File: config.mk
export PLATFORM = sky130hd
export DESIGN_NAME = digit_counter
export DESIGN_NICKNAME = d
export VERILOG_FILES = /design/src/rtl/digit_counter.sv
export SDC_FILE = /design/constraint.sdc
export NUM_CORES = 1
export LEC_CHECK = 0
export ABC_CLOCK_PERIOD_IN_PS = 2400
export CORE_UTILIZATION = 55
export CTS_CLUSTER_SIZE = 20
export DETAILED_ROUTE_END_ITERATION = 7
export PLACE_DENSITY = 0.83
export SYNTH_ARGS = -nofsm -noshare
export SYNTH_HDL_FRONTEND = slang
export SYNTH_SLANG_ARGS = --single-unit
File: constraint.sdc
create_clock -name CLOCK_50 -period 2.4 [get_ports CLOCK_50]
set_clock_uncertainty 0.15 [all_clocks]
set_input_delay 0.48 -clock CLOCK_50 [delete_from_list [all_inputs] [get_ports CLOCK_50]]
set_output_delay 0.48 -clock CLOCK_50 [all_outputs]
set_load 0.005 [all_outputs]
File: src/rtl/digit_counter.sv
// ---------------------------------------------------------------------------
// digit_counter
//
// Produces the 4-bit hex digit that drives the 7-segment decoder. The digit
// can count up or down automatically at a prescaled rate. It can also
// single-step from a push button, or load a value from the switches. A
// one-cycle carry pulse flags each wrap-around.
//
// Parameters
//   CLK_HZ     input clock frequency
//   TICK_HZ    auto-count rate; DIV = CLK_HZ/TICK_HZ must be >= 2
//   DB_CYCLES  debounce stability window in clocks (>= 1). It is only used
//              when DIGIT_COUNTER_DEBOUNCE_EN is defined.
//
// Ports
//   CLOCK_50   the only clock, rising edge
//   reset      asynchronous, active-low reset
//   run        level: 1 = auto-count on each prescaler tick
//   up         level: 1 = count up, 0 = count down
//   load_n     active-low key: a press loads load_val
//   step_n     active-low key: a press steps once while run = 0
//   load_val   value to load
//   digit      current count (registered)
//   carry      one-cycle pulse, coincident with a wrapped digit (registered)
//
// Build option
//   DIGIT_COUNTER_DEBOUNCE_EN  When defined, each synchronized key passes
//                              through a DB_CYCLES stability filter before
//                              edge detection.
// ---------------------------------------------------------------------------
module digit_counter #(
    parameter int CLK_HZ    = 50_000_000,
    parameter int TICK_HZ   = 1,
    parameter int DB_CYCLES = 500_000
) (
    input  logic       CLOCK_50,
    input  logic       reset,
    input  logic       run,
    input  logic       up,
    input  logic       load_n,
    input  logic       step_n,
    input  logic [3:0] load_val,
    output logic [3:0] digit,
    output logic       carry
);

    localparam int DIV = CLK_HZ / TICK_HZ;
    localparam int PW  = (DIV > 2) ? $clog2(DIV) : 1;
    localparam logic [PW-1:0] PRESC_LAST = PW'(DIV - 1);

    localparam int KEY_LOAD = 0;
    localparam int KEY_STEP = 1;
    localparam int NKEYS    = 2;

    // -----------------------------------------------------------------------
    // Elaboration-time parameter checks
    // -----------------------------------------------------------------------
    if (DIV < 2) begin : g_bad_div
        $error("digit_counter: CLK_HZ/TICK_HZ must be at least 2");
    end

    if (DB_CYCLES < 1) begin : g_bad_db
        $error("digit_counter: DB_CYCLES must be at least 1");
    end

    // -----------------------------------------------------------------------
    // Key path: 2-flop synchronizer, optional debounce filter, then a
    // previous-value flop for falling-edge (press) detection. Every flop
    // resets to 1 (released), so leaving reset cannot look like a press.
    // -----------------------------------------------------------------------
    logic [NKEYS-1:0] key_raw;
    logic [NKEYS-1:0] key_press;

    assign key_raw[KEY_LOAD] = load_n;
    assign key_raw[KEY_STEP] = step_n;

    for (genvar gi = 0; gi < NKEYS; gi++) begin : g_key
        logic sync1_reg;
        logic sync2_reg;
        logic prev_reg;
        logic level;

        always_ff @(posedge CLOCK_50 or negedge reset) begin
            if (!reset) begin
                sync1_reg <= 1'b1;
                sync2_reg <= 1'b1;
            end else begin
                sync1_reg <= key_raw[gi];
                sync2_reg <= sync1_reg;
            end
        end

`ifdef DIGIT_COUNTER_DEBOUNCE_EN
        localparam int CW = $clog2(DB_CYCLES + 1);
        localparam logic [CW-1:0] CNT_LAST = CW'(DB_CYCLES - 1);

        logic          filt_reg;
        logic [CW-1:0] cnt_reg;

        // cnt_reg counts consecutive samples that disagree with the filtered
        // level. The level flips on the DB_CYCLES-th sample in a row that
        // disagrees. Any sample that agrees with the level restarts the run.
        always_ff @(posedge CLOCK_50 or negedge reset) begin
            if (!reset) begin
                filt_reg <= 1'b1;
                cnt_reg  <= '0;
            end else if (sync2_reg == filt_reg) begin
                cnt_reg  <= '0;
            end else if (cnt_reg == CNT_LAST) begin
                filt_reg <= sync2_reg;
                cnt_reg  <= '0;
            end else begin
                cnt_reg  <= cnt_reg + 1'b1;
            end
        end

        assign level = filt_reg;
`else
        assign level = sync2_reg;
`endif

        always_ff @(posedge CLOCK_50 or negedge reset) begin
            if (!reset) begin
                prev_reg <= 1'b1;
            end else begin
                prev_reg <= level;
            end
        end

        // A press is a single-cycle event on the falling edge only.
        // Holding the key or releasing it does nothing further.
        assign key_press[gi] = prev_reg & ~level;
    end

    // -----------------------------------------------------------------------
    // Prescaler: counts 0..DIV-1 while run = 1 and is held at 0 while
    // run = 0. A rising run therefore always waits a full DIV cycles.
    // -----------------------------------------------------------------------
    logic [PW-1:0] presc_reg;
    logic [PW-1:0] presc_next;
    logic          tick;

    always_comb begin
        tick       = run && (presc_reg == PRESC_LAST);
        presc_next = presc_reg + 1'b1;
        if (!run || tick) begin
            presc_next = '0;
        end
    end

    always_ff @(posedge CLOCK_50 or negedge reset) begin
        if (!reset) begin
            presc_reg <= '0;
        end else begin
            presc_reg <= presc_next;
        end
    end

    // -----------------------------------------------------------------------
    // Digit / carry. Priority: load press > count event > hold.
    // A step press is ignored while running. A load never raises carry.
    // -----------------------------------------------------------------------
    logic       count_evt;
    logic [3:0] digit_reg;
    logic [3:0] digit_next;
    logic       carry_reg;
    logic       carry_next;

    assign count_evt = run ? tick : key_press[KEY_STEP];

    always_comb begin
        digit_next = digit_reg;
        carry_next = 1'b0;
        if (key_press[KEY_LOAD]) begin
            digit_next = load_val;
        end else if (count_evt) begin
            if (up) begin
                digit_next = digit_reg + 4'd1;
                carry_next = (digit_reg == 4'hF);
            end else begin
                digit_next = digit_reg - 4'd1;
                carry_next = (digit_reg == 4'h0);
            end
        end
    end

    always_ff @(posedge CLOCK_50 or negedge reset) begin
        if (!reset) begin
            digit_reg <= 4'h0;
            carry_reg <= 1'b0;
        end else begin
            digit_reg <= digit_next;
            carry_reg <= carry_next;
        end
    end

    assign digit = digit_reg;
    assign carry = carry_reg;

endmodule

Word-level counts from Yosys, hierarchy flattened:

Index checks and enable logic that the tools add are counted.

* add/subtract/negate cells: 3
* equality and inequality tests: 2
* mux-type cells: 8
* bitwise operators: 4
* reduce and logical (&&, ||, !) cells: 5

Operators with widths (count)
* 26-bit by 1-bit adder with 26-bit output (second input constant): 1
* 26-bit equality test (second input constant): 1
* 26-bit 2-to-1 mux: 1
* 4-bit 2-to-1 mux: 3
* 4-bit by 1-bit adder with 4-bit output (second input constant): 1
* 4-bit equality test (second input constant): 1
* 4-bit zero test: 1
* 1-bit 2-to-1 mux: 4
* 4-bit by 1-bit subtractor with 4-bit output (second input constant): 1
* 1-bit bitwise AND: 2
* 1-bit NOT: 2
* 2-bit nonzero test: 1
* 1-bit logical AND: 1
* 1-bit zero test: 1
* 1-bit logical OR: 1

* flip-flop bits (word level): 37
* bits of input ports: 10
* output and inout port bits: 5
* word-level logic and storage cells: 31

Longest topological paths before layout:

* depth after elaboration: 5
* mapped depth: 6
* depth with buffers taken out: 6

Least setup slack after synthesis:

Ideal clock, no wire load.

* kind: reg2reg
* start: register presc_reg[0]
* end: register presc_reg[22]
* library setup time: 0.078 ns
* arrival: 1.910 ns
* data required time: 2.172 ns
* path slack: 0.262 ns
* stages on the path, launching flop included: 7
* path buffers: 1
* clock period less this slack: 2.138 ns
* cell sequence: dfrtp_1 ha_1 nand4_2 or3_1 buf_6 or4_1 a21oi_1

* longest elaborated chain between the ends: 4
* elaborated cells on any way between the ends: 5
* those cells by class: add/sub (1); eq/ne (1); mux (1); reduce/logical (2)

Ends and longest elaborated chain
* start: declaration: line 139 `logic [PW-1:0] presc_reg;`
* start signal: assignment: line 155 `presc_reg <= presc_next;`
* parallel branches: the longest is 3 deep, another holds 26-bit by 1-bit adder with 26-bit output
* 26-bit 2-to-1 mux (*): line 146 `if (!run || tick) begin`
* named net presc_next[22]: line 140 `logic [PW-1:0] presc_next;`

Mark *: on every way through the listed nets, which the timed path passes.
A chain may end at the register's enable or synchronous reset.

Final worst setup path:

Same ends and word-level chain as after synthesis.

==> qor.csv <==
stage;metric;value;unit
worst_hold_path;worst hold path type;primary input to async pin;
clock_tree;# resized after CTS;0;
synthesis;YS warnings;0;
sta;final critical-path required period;2.24;ns
clock_tree;clk sinks;37;
synthesis;syn nets;216;
die;Starting Density;0.583;
sta;Tcrit/Tclk final;0.932;
synthesis;register area share after synthesis;0.472;
cells_and_area;ratio of cells with drive above 1 in the final layout;0.133;
sta;hold slack;0.0642;ns
synthesis;FFs w/ async S/R, synth;1.00;
die;I/O pins;15;
clock_tree;CTS Hold Bufs;0;
sta;Final WS setup;0.162;ns
global_route;global-route wire length before repair;6010;um
synthesis;Synth Instances;202;
routing;antenna-violating nets left;0;
critical_path;Worst EP arrival;2.36;ns
die;die area;3840;um2
die;area of the core;3390;um2
sta;setup violators final;0;
routing;initial drt markers;70;
critical_path;Cell Chain, Critical Path;ha_1 -> nand4_2 -> or3_1 -> or4_1 -> a21oi_1;
global_route;largest net degree at the start of global routing;38;
clock_tree;worst skew pair latency;0.34;ns
pwr;Clk pwr share;0.260;
die;Die Y;61.9;um
die;Die X;61.9;um
synthesis;Post-synth EDFFs;0;
critical_path;critical path's slowest cell;or4_1;
synthesis;Distinct cells, synth;44;
critical_path;CP peak stage delay;0.54;ns
synthesis;Netlist Area Pre-Place;1980;um2
critical_path;buffers and inverters on the worst path;0;
critical_path;crit end category;flip-flop;
critical_path;crit-path leading delay family;simple AND/OR/NAND/NOR gates;
pwr;sequential power share;0.572;
routing;DRC;0;
critical_path;worst setup path category;flip-flop to flip-flop;
global_route;vias in the first global route;1398;
clock_tree;Max Root-Sink Buffers;2;
synthesis;mean area per synthesized cell;9.78;um2
clock_tree;post-CTS setup buffer count;0;
synthesis;most common flop cell mapped by yosys;dfrtp_1;
pwr;Power Density;538;nW/um2
clock_tree;Clock Tree Root;clkbuf_4;
routing;Vias;1542;
global_route;GR Overflow Total;0;
sta;max_slew headroom;0.456;
pwr;Internal;0.878;mW
pwr;VDD IR-drop max;0.000443;V
routing;Via density;5.69;
synthesis;register bit count reported by yosys;37;
routing;drt first pass iters;4;
pwr;Psw;0.332;mW
cells_and_area;fin util;0.663;
global_route;All-Layer GR Usage;0.219;
sta;Peak Freq;447;MHz
pwr;Sw Share;0.274;
clock_tree;Reg clk slew, reported paths;0.11;ns
die;row count;21;
cells_and_area;design area;2250;um2
place;pre-CTS setup slack;-0.0376;ns
global_route;initial antenna violation count;0;
cells_and_area;antenna fix cells;0;
sta;Hold Vio Cnt, Final;0;
clock_tree;CTS tree;yes;
pwr;Comb pwr share;0.167;
sta;RSZ-0062 raised after global routing;no;
critical_path;crit start category;flip-flop;
cells_and_area;Final nets;238;
clock_tree;CTS buffer count;5;
routing;WL/cell;14.1;um
sta;Slew Limit Fails;0;
critical_path;Critical Path RT;2.52;ns
cells_and_area;Area growth, synth to finish;13.7;%
run;max-cap violations;0;
cells_and_area;commonest non-fill, non-tap cell in the layout;dfrtp_1;
sta;actual slew at the worst max-slew pin;0.815;ns
place;dpl hpwl;2700;um
cells_and_area;most frequent cells in the layout;dfrtp_1 (31), nor2_1 (22), a21oi_1 (14);
pwr;Leakage;0.898;nW
critical_path;Max FO, Critical Path;8;
place;number of port buffers;14;
cells_and_area;max reg flops;26;
routing;routed wire length;3830;um
cells_and_area;Fillers;256;
place;placed cell area;2200;um2
pwr;overall power;1.21;mW
clock_tree;CTS H-tree depth;2;
outcome;outcome;completed;
place;routability cong.;0.770;
## area by class of cell
class	count	area, um2	area share
clock buffers	6	41.3	0.0184
well taps	46	57.6	0.0256
inverters	7	26.3	0.0117
repair buffers	23	203	0.0902
clock inverters	2	10.0	0.00445
multi-input cells	150	976	0.434
flip-flops and latches	37	933	0.415
## power groups by stage
stage	Combinational, mW	Sequential, mW	Clock, mW
global route	0.229	0.699	0.345
global placement	0.196	0.703	0
floorplan	0.108	0.695	0
CTS	0.205	0.693	0.321
detailed placement	0.204	0.705	0
finish	0.202	0.692	0.315
## cell families after synthesis
family	after synthesis	synth area share
AO/OA/AOI/OAI	34	0.111
multiplexers	3	0.0152
buffers and inverters	15	0.0336
adder cells (fa/ha/maj)	4	0.0291
XOR/XNOR	16	0.0709
AND/OR/NAND/NOR	93	0.268
flip-flops	37	0.472
## metal layers
layer,GRT usage,vias up,part of all wire,wire length [um]
li1,-,780,-,-
met1,0.285,713,0.47,1800
met2,0.344,39,0.47,1790
met3,0.0538,10,0.040,152
met4,0.108,0,0.024,91
met5,0,-,0,0
## stage by stage
stage	instances	TNS, ns
after CTS	271	0
after floorplan	202	0
final	271	0
after global routing	271	0
after detailed placement	263	-0.0376
after global placement	263	0
## path summary, 6_finish.rpt
path	from	endpoint	slack, ns	cells after the start
min in group CLOCK_50	g_key[0].sync1_reg	g_key[0].level	0.21	0
max in group asynchronous	reset	presc_reg[13]	1.52	1
hold reg to reg	g_key[0].sync1_reg	g_key[0].level	0.21	0
setup reg to reg	presc_reg[0]	presc_reg[22]	0.16	5
hold / removal	reset	presc_reg[18]	0.06	1
setup / recovery	presc_reg[0]	presc_reg[22]	0.16	5
## synth_stat cells, types with 2 or more instances
master | count | area share
dfrtp_1 | 31 | 0.39
nor2_1 | 22 | 0.042
a21oi_1 | 14 | 0.035
xnor2_1 | 13 | 0.058
nand2_1 | 12 | 0.023
nand3_1 | 10 | 0.025
or4_1 | 8 | 0.030
inv_1 | 7 | 0.013
o31ai_1 | 7 | 0.027
dfstp_2 | 6 | 0.080
nand4_1 | 6 | 0.019
or3_1 | 6 | 0.019
nor3_1 | 5 | 0.013
nor4_1 | 5 | 0.016
clkbuf_1 | 4 | 0.0076
a21o_1 | 3 | 0.011
ha_1 | 3 | 0.019
mux2i_1 | 3 | 0.015
nand2b_1 | 3 | 0.0095
o21ai_0 | 3 | 0.0076
xor2_1 | 3 | 0.013
and3_1 | 2 | 0.0063
and4_1 | 2 | 0.0089
buf_2 | 2 | 0.0051
nand4_2 | 2 | 0.013
nor4bb_1 | 2 | 0.010
(Power assumes the default switching activity.)
